File: src/rtl/grid_update_ctrl.sv
// Grid cell store for the maze display: four-phase update port from the Arduino,
// full-grid clear sequencer, robot trail tracking and a registered renderer read port.
module grid_update_ctrl #(
  parameter int COLS = 4,
  parameter int ROWS = 5
) (
  input  logic       CLOCK,
  input  logic       RESET,
  input  logic       UPD_VALID,
  input  logic [2:0] UPD_X,
  input  logic [2:0] UPD_Y,
  input  logic [1:0] UPD_TYPE,
  output logic       UPD_ACK,
  input  logic       CLEAR_REQ,
  input  logic [2:0] RD_X,
  input  logic [2:0] RD_Y,
  output logic [7:0] RD_COLOR,
  output logic       BUSY,
  output logic       ERR
);

  localparam int NCELL = ROWS * COLS;
  localparam int IDX_W = (NCELL > 1) ? $clog2(NCELL) : 1;

  localparam logic [2:0] ST_IDLE     = 3'd0;
  localparam logic [2:0] ST_CLEAR    = 3'd1;
  localparam logic [2:0] ST_WR_OLD   = 3'd2;
  localparam logic [2:0] ST_WR_NEW   = 3'd3;
  localparam logic [2:0] ST_ACK_WAIT = 3'd4;

  localparam logic [1:0] T_ROBOT = 2'd2;
  localparam logic [7:0] C_VISITED = 8'h1C;

  function automatic logic [7:0] type_color(input logic [1:0] t);
    case (t)
      2'd0:    type_color = 8'h00;
      2'd1:    type_color = 8'h1C;
      2'd2:    type_color = 8'hE0;
      default: type_color = 8'h03;
    endcase
  endfunction

  logic [7:0]       mem [NCELL];
  logic             vld_s1, vld_s2;
  logic [2:0]       state;
  logic [IDX_W-1:0] clr_idx, tgt_idx, rob_idx;
  logic [1:0]       tgt_type;
  logic             rob_vld, clr_pend, ack_r, err_r;

  logic             upd_in_rng, rd_in_rng, clr_last;
  logic [IDX_W-1:0] upd_idx, rd_idx;
  logic             mem_we;
  logic [IDX_W-1:0] mem_addr;
  logic [7:0]       mem_wdata;

  assign upd_in_rng = (int'(UPD_X) < COLS) && (int'(UPD_Y) < ROWS);
  assign upd_idx    = IDX_W'(int'(UPD_Y) * COLS + int'(UPD_X));
  assign rd_in_rng  = (int'(RD_X) < COLS) && (int'(RD_Y) < ROWS);
  assign rd_idx     = IDX_W'(int'(RD_Y) * COLS + int'(RD_X));
  assign clr_last   = (clr_idx == IDX_W'(NCELL - 1));

  assign UPD_ACK = ack_r;
  assign ERR     = err_r;
  assign BUSY    = (state == ST_CLEAR) || (state == ST_WR_OLD) || (state == ST_WR_NEW);

  // Single write port; only the clear/write states drive it.
  always_comb begin
    mem_we    = 1'b0;
    mem_addr  = '0;
    mem_wdata = 8'h00;
    if (!RESET) begin
      case (state)
        ST_CLEAR: begin
          mem_we   = 1'b1;
          mem_addr = clr_idx;
        end
        ST_WR_OLD: begin
          mem_we    = 1'b1;
          mem_addr  = rob_idx;
          mem_wdata = C_VISITED;
        end
        ST_WR_NEW: begin
          mem_we    = 1'b1;
          mem_addr  = tgt_idx;
          mem_wdata = type_color(tgt_type);
        end
        default: mem_we = 1'b0;
      endcase
    end
  end

  always_ff @(posedge CLOCK) begin
    if (mem_we) mem[mem_addr] <= mem_wdata;
  end

  // Non-blocking read of the array gives read-before-write on a shared cell.
  always_ff @(posedge CLOCK) begin
    if (RESET)          RD_COLOR <= 8'h00;
    else if (rd_in_rng) RD_COLOR <= mem[rd_idx];
    else                RD_COLOR <= 8'h00;
  end

  always_ff @(posedge CLOCK) begin
    if (RESET) begin
      state    <= ST_CLEAR;
      clr_idx  <= '0;
      tgt_idx  <= '0;
      tgt_type <= 2'd0;
      rob_idx  <= '0;
      rob_vld  <= 1'b0;
      clr_pend <= 1'b0;
      ack_r    <= 1'b0;
      err_r    <= 1'b0;
      vld_s1   <= 1'b0;
      vld_s2   <= 1'b0;
    end else begin
      vld_s1 <= UPD_VALID;
      vld_s2 <= vld_s1;
      if (CLEAR_REQ) err_r <= 1'b0;
      // Clears requested mid-operation coalesce into one pending flag.
      if (CLEAR_REQ && state != ST_IDLE) clr_pend <= 1'b1;
      case (state)
        ST_IDLE: begin
          if (CLEAR_REQ || clr_pend) begin
            state    <= ST_CLEAR;
            clr_idx  <= '0;
            clr_pend <= 1'b0;
          end else if (vld_s2 && !ack_r) begin
            tgt_idx  <= upd_idx;
            tgt_type <= UPD_TYPE;
            if (!upd_in_rng) begin
              err_r <= 1'b1;
              ack_r <= 1'b1;
              state <= ST_ACK_WAIT;
            end else if (UPD_TYPE == T_ROBOT && rob_vld) begin
              state <= ST_WR_OLD;
            end else begin
              state <= ST_WR_NEW;
            end
          end
        end
        ST_CLEAR: begin
          rob_vld <= 1'b0;
          if (clr_last) state <= ST_IDLE;
          else          clr_idx <= clr_idx + 1'b1;
        end
        ST_WR_OLD: state <= ST_WR_NEW;
        ST_WR_NEW: begin
          if (tgt_type == T_ROBOT) begin
            rob_vld <= 1'b1;
            rob_idx <= tgt_idx;
          end
          ack_r <= 1'b1;
          state <= ST_ACK_WAIT;
        end
        ST_ACK_WAIT: begin
          if (!vld_s2) begin
            ack_r <= 1'b0;
            state <= ST_IDLE;
          end
        end
        default: state <= ST_IDLE;
      endcase
    end
  end

endmodule

File: config.mk
export PLATFORM = sky130hd
export DESIGN_NAME = grid_update_ctrl
export DESIGN_NICKNAME = d
export VERILOG_FILES = /design/src/rtl/grid_update_ctrl.sv
export SDC_FILE = /design/constraint.sdc
export NUM_CORES = 1
export LEC_CHECK = 0
export BUFFER_PORTS_ARGS = -buffer_cell sky130_fd_sc_hd__buf_2
export CORE_MARGIN = 10
export CORE_UTILIZATION = 55
export CTS_BUF_LIST = sky130_fd_sc_hd__clkbuf_8
export CTS_CLUSTER_SIZE = 25
export DETAILED_ROUTE_END_ITERATION = 8
export PLACE_DENSITY = 0.77
export RECOVER_POWER = 100
export SYNTH_ARGS = -nofsm -noshare
export SYNTH_HDL_FRONTEND = slang
export SYNTH_SLANG_ARGS = --single-unit
File: constraint.sdc
create_clock -name CLOCK -period 1.9 [get_ports CLOCK]
set_clock_uncertainty 0.1 [all_clocks]
set_input_delay 0.285 -clock CLOCK [delete_from_list [all_inputs] [get_ports CLOCK]]
set_output_delay 0.285 -clock CLOCK [all_outputs]
set_load 0.05 [all_outputs]
==> results of run 1 <==
==> placed cells by master (no fill, tap or decap), drive strengths merged, types with 3 or more instances in the layout <==
cell / instances
inv: 12
or3: 4
ha: 5
buf: 65
nand4b: 3
dfxtp: 29
clkbuf: 25
nand3: 5
clkinv: 3
a31oi: 4
a21o: 3
nor3: 6
o21ai: 10
a22oi: 4
mux4: 16
a21oi: 4
nand2: 5
mux2i: 17
edfxtp: 60
mux2: 5
nor2: 47
nor2b: 5
==> critical path, delay by kind of cell, from the launching register on <==
family          cells  cell delay [ps]
simple gates        2              260
compound gates      1              300
mux                 1              290
flops               1              410
buf+inv             3              470
==> layout make-up <==
type                    instances  area [um^2]
multi-input cells             175         1720
clock buffers                  10          138
clock inverters                 6         58.8
repair buffers                 80          588
fillers                       438         1860
inverters                      11         41.3
flip-flops and latches         89         2390
well taps                      96          120
==> per-layer routing <==
metal	global-route usage, %	wire [um]	vias to the layer above
met1	20.3	3980	1391
met2	25.9	4930	101
met5	0	0	-
met3	4.24	471	18
li1	-	-	1252
met4	8.92	203	0
==> power by group through the flow <==
stage	sequential, uW	clock (uW)	combinational, uW
finish	2080	1260	379
global route	2080	1370	404
CTS	2080	1290	356
detailed placement	2120	0	325
global placement	2120	0	312
floorplan	2130	0	217
==> cells by family after synthesis <==
logic type,count (synthesis),synth area share (%)
adders and majority gates,5,1.57
muxes,38,14.9
xor gates and xnor gates,1,0.220
and+or+nand+nor,92,12.0
DFF,89,59.9
AOI/OAI and AO/OA,39,7.15
buffers and inverters,30,4.22
==> stage by stage <==
step / power, uW / instances / setup TNS, ps / setup slack [ps]
after floorplan: 2350 / 294 / -1970 / -146
after global placement: 2430 / 438 / -7120 / -174
after detailed placement: 2450 / 438 / -11870 / -258
after CTS: 3720 / 464 / -5930 / -191
after global routing: 3850 / 467 / -14790 / -263
final: 3720 / 467 / -10370 / -227
==> sequential cells by signal, summed over array words and instances, names as in the netlist <==
name and cells:
tgt_type 2, RD_COLOR 3, mem 60, rob_vld 1, vld_s1 1, clr_pend 1, state 3, tgt_idx 5
clr_idx 5, vld_s2 1, UPD_ACK 1, rob_idx 5, ERR 1
==> repair_timing <==
action / CTS / global route
setup endpoints to repair: 64 / 89
pin swaps: 15 / 20
setup buffers: 11 / 5
gates resized for setup: 46 / 26
endpoints found under the hold margin: 0 / 0
==> final timing paths <==
check / startpoint / endpoint / slack (ps) / cells past startpoint
worst max-delay path: state[1] / mem[16][6] / -230 / 7
worst min-delay path: UPD_VALID / vld_s1 / 70 / 2
worst max register to register: state[1] / mem[16][6] / -230 / 7
worst min register to register: vld_s1 / vld_s2 / 350 / 1
==> out/summary.txt, run 1 <==
Final layout net count: 389
Clk network pwr share: 34.0%
Most used cell along the critical path: sky130_fd_sc_hd__buf_6
Highest net fanout along the worst path: 7
Overall Global Routing Usage: 16.5%
Achievable Freq: 0.470 GHz
Async set-or-reset flop fraction in the synthesized netlist: 0%
Final HPWL DP: 6160 um
DRC violation count after routing: 0
CTS tree: built
Core Area: 0.00691 mm^2
Post-DR wirelength/cell: 20.5 um
Leading area contributor after synthesis: sky130_fd_sc_hd__edfxtp_1
Worst path arrival time: 2090 ps
Number of iterations in the first detailed-routing pass: 5
Final Hold Violating Endpoints: 0
Largest voltage drop on the vdd net: 0.432 mV
Synth Area per Inst: 13.5 um^2
RSZ-0062 raised after global routing: true
Run status: finished, violations left
Initial antenna violation count: 0
Post-route standard cell area excluding fillers: 0.00505 mm^2
Most repeated cell in the gate-level netlist after synthesis: sky130_fd_sc_hd__edfxtp_1
Post-detailed-placement cell area: 0.00451 mm^2
Effective utilization at floorplan: 57.5%
CP Class: reg2reg
H-tree lvl count: 3
Final setup viols: 63
PnR worst setup slack: -227 ps
Cell Area, Synth: 0.00397 mm^2
Flop pwr share: 55.9%
P_sw: 853 uW
Leakage Power: 0.00185 uW
Type of the most critical hold path: in2reg
Vias in the first global route: 2755
Die extent in x: 105 um
Number of CTS-inserted buffers: 9
Vias per cell: 5.91
Final-report max-slew violation count: 0
Gate Count Post-Synth: 294
Total die area: 0.0110 mm^2
Wire length of the first global-routing pass: 14500 um
Utilization of the core after routing: 73.1%
Number of core rows: 30
Share of total power in combinational logic: 10.2%
Maximum single-stage delay on the critical path: 410 ps
Routed vias: 2762
Clock latency on the worst-skew pair: 350 ps
Starting DRC count in detailed routing: 218
Final critical-path required period: 2130 ps
Vert. Die Dim: 105 um
Cells along the critical path: buf_6 > mux2_4 > a22oi_2 > buf_4 > nand4b_1 > buf_6 > nor2_4
Clock tree root driver cell: sky130_fd_sc_hd__clkbuf_8
Critical Path Sink Type: register
Number of nets still failing antenna checks after routing: 0
Worst slew margin relative to its limit: 29.6%
Largest cells by area after synthesis: sky130_fd_sc_hd__edfxtp_1, sky130_fd_sc_hd__dfxtp_1, sky130_fd_sc_hd__mux4_2
Net Sw Frac: 22.9%
Area growth syn-to-layout: 27.1%
Clock sink total: 89
Crit path launch type: register
Hold-fix buffers, CTS: 0
Cell Pwr Density: 737 mW/mm^2
Violated checks: setup timing
Worst path slowest cell: sky130_fd_sc_hd__dfxtp_4
DRT Wirelength: 9580 um
Max_cap viols: 0
Pint: 2870 uW
Net Count, Synth: 317
Yosys warnings: 0
Top cell types by occurrence after synthesis: sky130_fd_sc_hd__edfxtp_1, sky130_fd_sc_hd__nor2_1, sky130_fd_sc_hd__dfxtp_1
Flops & latches, synth: 89
Buffers on Ports: 28
Unique masters post-synth: 49
Number of flops mapped to enable cells by yosys: 60
Number of antenna diodes: 0
Fraction of synthesized cell area taken by the top area cell type: 45.3%
Largest net degree at the start of global routing: 25
Register clock-pin slew on the reported worst setup and hold paths: 80 ps
Tightest Pin Transition: 1060 ps
I/O pin count: 29
Tcrit/Tclk final: 112%
Portion of the post-synthesis area used by sequential elements: 59.9%
Final-layout worst hold slack: 66.5 ps
Primary flip-flop cell chosen by synthesis mapping: sky130_fd_sc_hd__edfxtp_1
Required arrival time at the worst endpoint: 1860 ps
CTS Buffer Depth: 2
Fraction of layout cells with a size suffix above 1: 40.4%
Overflow left after global routing: 0
Gpl congestion: 0.814
Note: power is estimated with default switching activity, not from simulation.
==> inputs of run 2 (changes only) <==
--- a/config.mk
+++ b/config.mk
@@ -5,6 +5,7 @@
 export SDC_FILE = /design/constraint.sdc
 export NUM_CORES = 1
 export LEC_CHECK = 0
+export ABC_AREA = 1
 export BUFFER_PORTS_ARGS = -buffer_cell sky130_fd_sc_hd__buf_2
 export CORE_MARGIN = 10
 export CORE_UTILIZATION = 55
==> out/summary.txt, run 2 <==
Run status: finished, violations left (unchanged)
Violated checks: setup timing (unchanged)
Final layout net count: 528 (was 389)
Total negative slack for setup checks: -478 ps (was -10370 ps)
Fraction of synthesized cell area taken by the top area cell type: 43.8% (was 45.3%)
Number of core rows: 31 (was 30)
Vert. Die Dim: 106 um (was 105 um)
Leading area contributor after synthesis: sky130_fd_sc_hd__edfxtp_1 (unchanged)
Largest voltage drop on the vdd net: 0.398 mV (was 0.432 mV)
DRC violation count after routing: 0 (unchanged)
Portion of the post-synthesis area used by sequential elements: 57.9% (was 59.9%)
Max_cap viols: 0 (unchanged)
Top library cells by usage in the layout, fill and taps aside: sky130_fd_sc_hd__nand2_1, sky130_fd_sc_hd__edfxtp_1, sky130_fd_sc_hd__inv_1 (was sky130_fd_sc_hd__edfxtp_1, sky130_fd_sc_hd__buf_4, sky130_fd_sc_hd__dfxtp_1)
Register clock-pin slew on the reported worst setup and hold paths: 80 ps (about the same)
Wire length of the first global-routing pass: 14200 um (was 14500 um)
Cell Pwr Density: 730 mW/mm^2 (was 737 mW/mm^2)
Setup Slack @ Placement: -2.64 ps (was -258 ps)
Clock tree root driver cell: sky130_fd_sc_hd__clkbuf_8 (unchanged)
Combinational family with the most area after synthesis: simple AND/OR/NAND/NOR gates (was multiplexers)
Primary flip-flop cell chosen by synthesis mapping: sky130_fd_sc_hd__edfxtp_1 (unchanged)
Largest register by flop count: mem (unchanged)
Unique masters post-synth: 26 (was 49)
Area growth syn-to-layout: 17.4% (was 27.1%)
RSZ-0062 raised after global routing: true (unchanged)
Flops & latches, synth: 89 (unchanged)
Vias in the first global route: 3021 (was 2755)
Hold-fix buffers, CTS: 0 (unchanged)
Final setup viols: 27 (was 63)
Tightest Pin Transition: 491 ps (was 1060 ps)
Vias per cell: 5.15 (was 5.91)
Leakage Power: 0.00206 uW (was 0.00185 uW)
Number of flops mapped to enable cells by yosys: 60 (unchanged)
PnR worst setup slack: -36.1 ps (was -227 ps)
Proportion of synthesized area in mux cells: 0% (was 14.9%)
Post-Synth Simple-Gate Area: 26.9% (was 12.0%)
Worst slew margin relative to its limit: 67.0% (was 29.6%)
CTS tree: built (unchanged)
Overall Global Routing Usage: 15.4% (was 16.5%)
Cell Area, Synth: 0.00411 mm^2 (was 0.00397 mm^2)
CTS Buffer Depth: 2 (unchanged)
Final Hold Violating Endpoints: 0 (unchanged)
H-tree lvl count: 3 (unchanged)
Tcrit/Tclk final: 102% (was 112%)
Total die area: 0.0113 mm^2 (was 0.0110 mm^2)
Core Area: 0.00725 mm^2 (was 0.00691 mm^2)
Number of antenna diodes: 0 (unchanged)
Parity-gate share of the synthesized area counting xor and xnor cells: 0.639% (was 0.220%)
Met1 global-route usage: 17.5% (was 20.3%)
Post-DR wirelength/cell: 14.5 um (was 20.5 um)
Leading cell type in the layout, fill and taps excluded: sky130_fd_sc_hd__nand2_1 (was sky130_fd_sc_hd__edfxtp_1)
Starting DRC count in detailed routing: 152 (was 218)
DRT Wirelength: 8860 um (was 9580 um)
Top cell types by occurrence after synthesis: sky130_fd_sc_hd__nand2_1, sky130_fd_sc_hd__nor2_1, sky130_fd_sc_hd__edfxtp_1 (was sky130_fd_sc_hd__edfxtp_1, sky130_fd_sc_hd__nor2_1, sky130_fd_sc_hd__dfxtp_1)
Largest net degree at the start of global routing: 31 (was 25)
Met2 usage: 26.9% (was 25.9%)
Count of filler cells inserted in the layout: 563 (was 438)
Synth Area per Inst: 8.85 um^2 (was 13.5 um^2)
Post-route standard cell area excluding fillers: 0.00483 mm^2 (was 0.00505 mm^2)
Compound-gate portion of the synthesized area: 5.60% (was 7.15%)
Clock latency on the worst-skew pair: 360 ps (was 350 ps)
Final-report max-slew violation count: 0 (unchanged)
Achievable Freq: 0.517 GHz (was 0.470 GHz)
Final critical-path required period: 1940 ps (was 2130 ps)
Met3 track demand over resource in global routing: 5.07% (was 4.24%)
Crit path launch type: register (unchanged)
Worst path arrival time: 1960 ps (was 2090 ps)
Required arrival time at the worst endpoint: 1920 ps (was 1860 ps)
Type of the most critical hold path: in2reg (unchanged)
Number of flip-flops under the largest register name: 60 (unchanged)
Clock sink total: 89 (unchanged)
Final HPWL DP: 6100 um (was 6160 um)
Net Count, Synth: 488 (was 317)
Overflow left after global routing: 0 (unchanged)
Number of nets still failing antenna checks after routing: 0 (unchanged)
Cells along the critical path: inv_4 > nor3_4 > buf_6 > nand2_1 > o211ai_1 > nand2_2 > buf_4 > nand3_4 > nor2_4 (was buf_6 > mux2_4 > a22oi_2 > buf_4 > nand4b_1 > buf_6 > nor2_4)
Buffers on Ports: 28 (unchanged)
Adder and majority gate portion of the synthesized area: 1.52% (was 1.57%)
Largest cells by area after synthesis: sky130_fd_sc_hd__edfxtp_1, sky130_fd_sc_hd__dfxtp_1, sky130_fd_sc_hd__nand2_1 (was sky130_fd_sc_hd__edfxtp_1, sky130_fd_sc_hd__dfxtp_1, sky130_fd_sc_hd__mux4_2)
Fraction of layout cells with a size suffix above 1: 22.2% (was 40.4%)
Gpl congestion: 0.866 (was 0.814)
Number of CTS-inserted buffers: 9 (unchanged)
Routed vias: 3134 (was 2762)
Async set-or-reset flop fraction in the synthesized netlist: 0% (unchanged)
Yosys warnings: 0 (unchanged)
Die extent in x: 106 um (was 105 um)
Worst path slowest cell: sky130_fd_sc_hd__dfxtp_4 (unchanged)
Most repeated cell in the gate-level netlist after synthesis: sky130_fd_sc_hd__nand2_1 (was sky130_fd_sc_hd__edfxtp_1)
Busiest metal layer after global routing: met2 (unchanged)
Number of iterations in the first detailed-routing pass: 4 (was 5)
I/O pin count: 29 (unchanged)
Maximum single-stage delay on the critical path: 390 ps (was 410 ps)
Gate Count Post-Synth: 465 (was 294)
Critical Path Sink Type: register (unchanged)
Highest net fanout along the worst path: 4 (was 7)
Initial antenna violation count: 0 (unchanged)
Effective utilization at floorplan: 56.7% (was 57.5%)
CP Class: reg2reg (unchanged)
Post-detailed-placement cell area: 0.00441 mm^2 (was 0.00451 mm^2)
==> run 2: cell type report <==
| class | instances | area [um^2] | area share, % |
|---|---|---|---|
| Clock buffer | 9 | 124 | 2.56 |
| Timing Repair Buffer | 46 | 314 | 6.50 |
| Tap cell | 99 | 124 | 2.56 |
| Sequential cell | 89 | 2390 | 49.5 |
| Multi-Input combinational cell | 301 | 1610 | 33.4 |
| Clock inverter | 7 | 47.5 | 0.984 |
| Inverter | 58 | 220 | 4.56 |
==> run 2: timing repair <==
action / in CTS / in global routing
resized for setup: 2 / 55
setup buffers: 0 / 6
pin swaps: 0 / 10
endpoints found under the setup margin: 6 / 61
cloned: 0 / 0
==> run 2: power by group <==
group          internal (uW)  total, uW  switching, uW
clock                    474       1130            656
sequential              2060       2070           12.6
combinational            102        323            221
total                   2640       3530            889
==> run 2: logic make-up (layout without fill, tap and decap cells) <==
kind of cell             count (synthesis)  after routing
AO/OA/AOI/OAI                           45             45
AND/OR/NAND/NOR                        248            248
flip-flops                              89             89
XOR/XNOR                                 3              3
buffers and inverters                   75            120
adder cells (fa/ha/maj)                  5              5
==> run 2: worst paths after layout <==
path / from / endpoint / slack [ps] / depth (start not counted)
hold reg to reg: vld_s1 / vld_s2 / 310 / 2
setup reg to reg: state[0] / mem[14][6] / -40 / 9
hold / removal: UPD_VALID / vld_s1 / 40 / 3
setup / recovery: state[0] / mem[14][6] / -40 / 9
==> run 2: worst max-delay path: cells and delay by family (launching register included) <==
kind / cells / cell delay (ps)
flip-flops: 1 / 390
AO/OA/AOI/OAI: 1 / 160
buffers and inverters: 3 / 390
AND/OR/NAND/NOR: 5 / 650
==> run 2: through the flow <==
step	total power, uW	util [%]	hold WS (ps)	instances
after floorplan	2330	-	288	465
after global placement	2400	60.8	304	588
after detailed placement	2410	60.8	302	588
after CTS	3520	63.3	25.2	604
after global routing	3690	66.6	54.8	609
final	3530	66.6	37.3	609
==> run 2: routing by layer <==
layer | up-vias | share of wire (%)
met3 | 18 | 7.3
met4 | 0 | 2.1
met2 | 98 | 51
li1 | 1587 | -
met5 | - | 0
met1 | 1431 | 39
==> inputs of run 3 (changes only) <==
--- a/config.mk
+++ b/config.mk
@@ -12,7 +12,8 @@
 export CTS_BUF_LIST = sky130_fd_sc_hd__clkbuf_8
 export CTS_CLUSTER_SIZE = 25
 export DETAILED_ROUTE_END_ITERATION = 8
-export PLACE_DENSITY = 0.77
+export GPL_TIMING_DRIVEN = 0
+export PLACE_DENSITY = 0.74
 export RECOVER_POWER = 100
 export SYNTH_ARGS = -nofsm -noshare
 export SYNTH_HDL_FRONTEND = slang
==> constraint.sdc (replaced) <==
create_clock -name CLOCK -period 2 [get_ports CLOCK]
set_clock_uncertainty 0.1 [all_clocks]
set_input_delay 0.3 -clock CLOCK [delete_from_list [all_inputs] [get_ports CLOCK]]
set_output_delay 0.3 -clock CLOCK [all_outputs]
set_load 0.05 [all_outputs]
==> out/summary.txt, run 3 (synthesis gave the netlist of run 2 again) <==
CTS Buffer Depth: 2 (unchanged)
Max_cap viols: 0 (unchanged)
Net Sw Frac: 25.5% (was 25.2%)
Cells along the critical path: inv_2 > nor3_4 > buf_4 > nand2_2 > o211ai_1 > nand2_2 > nand3b_4 > nor2_2 (was inv_4 > nor3_4 > buf_6 > nand2_1 > o211ai_1 > nand2_2 > buf_4 > nand3_4 > nor2_4)
Gpl congestion: 0.865 (was 0.866)
Total die area: 0.0113 mm^2 (unchanged)
Post-detailed-placement cell area: 0.00438 mm^2 (was 0.00441 mm^2)
Effective utilization at floorplan: 56.7% (unchanged)
RSZ-0062 raised after global routing: true (unchanged)
Tcrit/Tclk final: 97.8% (was 102%)
Final critical-path required period: 1960 ps (was 1940 ps)
Final HPWL DP: 6230 um (was 6100 um)
Highest net fanout along the worst path: 8 (was 4)
Run status: complete, no violations (was finished, violations left)
Die extent in x: 106 um (unchanged)
Final Hold Violating Endpoints: 0 (unchanged)
Count of filler cells inserted in the layout: 586 (was 563)
Achievable Freq: 0.511 GHz (was 0.517 GHz)
Placed cell count: 591 (was 588)
Utilization of the core after routing: 65.9% (was 66.6%)
Worst slew margin relative to its limit: 40.8% (was 67.0%)
PnR worst setup slack: 44.2 ps (was -36.1 ps)
Starting DRC count in detailed routing: 144 (was 152)
Core Area: 0.00725 mm^2 (unchanged)
DRT Wirelength: 8670 um (was 8860 um)
Crit path launch type: register (unchanged)
Leading cell type in the layout, fill and taps excluded: sky130_fd_sc_hd__nand2_1 (unchanged)
Worst path slowest cell: sky130_fd_sc_hd__dfxtp_2 (was sky130_fd_sc_hd__dfxtp_4)
Register clock-pin slew on the reported worst setup and hold paths: 90 ps (was 80 ps)
Post-layout instance count excluding filler cells: 610 (was 609)
Number of flip-flops under the largest register name: 60 (unchanged)
Final layout net count: 529 (was 528)
Clk network pwr share: 33.1% (was 32.0%)
Number of iterations in the first detailed-routing pass: 4 (unchanged)
Fraction of layout cells with a size suffix above 1: 20.9% (was 22.2%)
Area growth syn-to-layout: 16.2% (was 17.4%)
Top library cells by usage in the layout, fill and taps aside: sky130_fd_sc_hd__nand2_1, sky130_fd_sc_hd__edfxtp_1, sky130_fd_sc_hd__inv_1 (unchanged)
Vert. Die Dim: 106 um (unchanged)
P_sw: 871 uW (was 889 uW)
Number of nets still failing antenna checks after routing: 0 (unchanged)
DRC violation count after routing: 0 (unchanged)
Required arrival time at the worst endpoint: 2020 ps (was 1920 ps)
Flop pwr share: 57.7% (was 58.8%)
Critical Path Sink Type: register (unchanged)
Worst path arrival time: 1980 ps (was 1960 ps)
Type of the most critical hold path: in2reg (unchanged)
Leakage Power: 0.00200 uW (was 0.00206 uW)
Wire length of the first global-routing pass: 13800 um (was 14200 um)
Overflow left after global routing: 0 (unchanged)
Clock tree root driver cell: sky130_fd_sc_hd__clkbuf_8 (unchanged)
Maximum single-stage delay on the critical path: 360 ps (was 390 ps)
Post-DR wirelength/cell: 14.2 um (was 14.5 um)
Tightest Pin Transition: 887 ps (was 491 ps)
Clock sink total: 89 (unchanged)
CTS tree: built (unchanged)
Vias in the first global route: 2990 (was 3021)
Share of total power in combinational logic: 9.2% (about the same)
Pint: 2540 uW (was 2640 uW)
Overall Global Routing Usage: 15.4% (about the same)
Number of CTS-inserted buffers: 9 (unchanged)
Number of core rows: 31 (unchanged)
Largest net degree at the start of global routing: 21 (was 31)
Most used cell along the critical path: sky130_fd_sc_hd__nand2_2
Number of antenna diodes: 0 (unchanged)
I/O pin count: 29 (unchanged)
Final-layout worst hold slack: 28.4 ps (was 37.3 ps)
Final-report max-slew violation count: 0 (unchanged)
Largest register by flop count: mem (unchanged)
Cell Pwr Density: 715 mW/mm^2 (was 730 mW/mm^2)
Vias per cell: 5.13 (was 5.15)
Setup Slack @ Placement: -720 ps (was -2.64 ps)
H-tree lvl count: 3 (unchanged)
Clock latency on the worst-skew pair: 360 ps (about the same)
Post-route standard cell area excluding fillers: 0.00478 mm^2 (was 0.00483 mm^2)
Routed vias: 3131 (was 3134)
Buffers on Ports: 27 (was 28)
Initial antenna violation count: 0 (unchanged)
CP Class: reg2reg (unchanged)
Final setup viols: 0 (was 27)
Largest voltage drop on the vdd net: 0.326 mV (was 0.398 mV)
run 3: power groups by stage:
stage / logic (uW) / clock network (uW) / registers (uW)
finish: 313 / 1130 / 1970
CTS: 292 / 1140 / 1970
global placement: 282 / 0 / 2010
floorplan: 193 / 0 / 2020
global route: 347 / 1230 / 1970
detailed placement: 289 / 0 / 2010
run 3: metrics by stage:
stage	TNS (ps)	power, uW
final	0	3420
after global routing	-4140	3550
after CTS	0	3410
after detailed placement	-25100	2300
after global placement	-33390	2290
after floorplan	0	2220
run 3: worst paths after layout:
kind	from	to	slack, ps	cells after the start
hold reg to reg	vld_s1	vld_s2	310	2
setup / recovery	state[0]	mem[6][6]	40	8
hold / removal	UPD_VALID	vld_s1	30	3
setup reg to reg	state[0]	mem[6][6]	40	8
run 3: cell type report:
cell class / instances / area (um^2) / area share (%)
timing repair buffer: 30 / 154 / 3.22
inverter: 58 / 218 / 4.55
sequential: 89 / 2390 / 49.9
tap: 99 / 124 / 2.59
buffer: 17 / 87.6 / 1.83
multi-input combinational: 301 / 1630 / 34.1
clock buffer: 10 / 138 / 2.88
clock inverter: 6 / 42.5 / 0.890
run 3: layer usage:
metal | wire [um] | vias up | GRT usage [%]
met5 | 0 | - | 0
met4 | 196 | 0 | 7.06
met3 | 466 | 17 | 4.35
met2 | 4340 | 75 | 26.5
met1 | 3670 | 1456 | 17.4
li1 | - | 1583 | -
run 3: worst max-delay path: cells and delay by family, from the launching register on:
kind,cells,cell delay (ps)
buf+inv,2,230
simple gates,5,830
compound gates,1,180
flops,1,360
run 3: what timing repair did:
action,4_1_cts,5_1_grt
resized for setup,8,47
endpoints found under the setup margin,66,81
gates cloned,0,0
hold buffers,0,0
buffers inserted,0,3
pin swaps,0,5
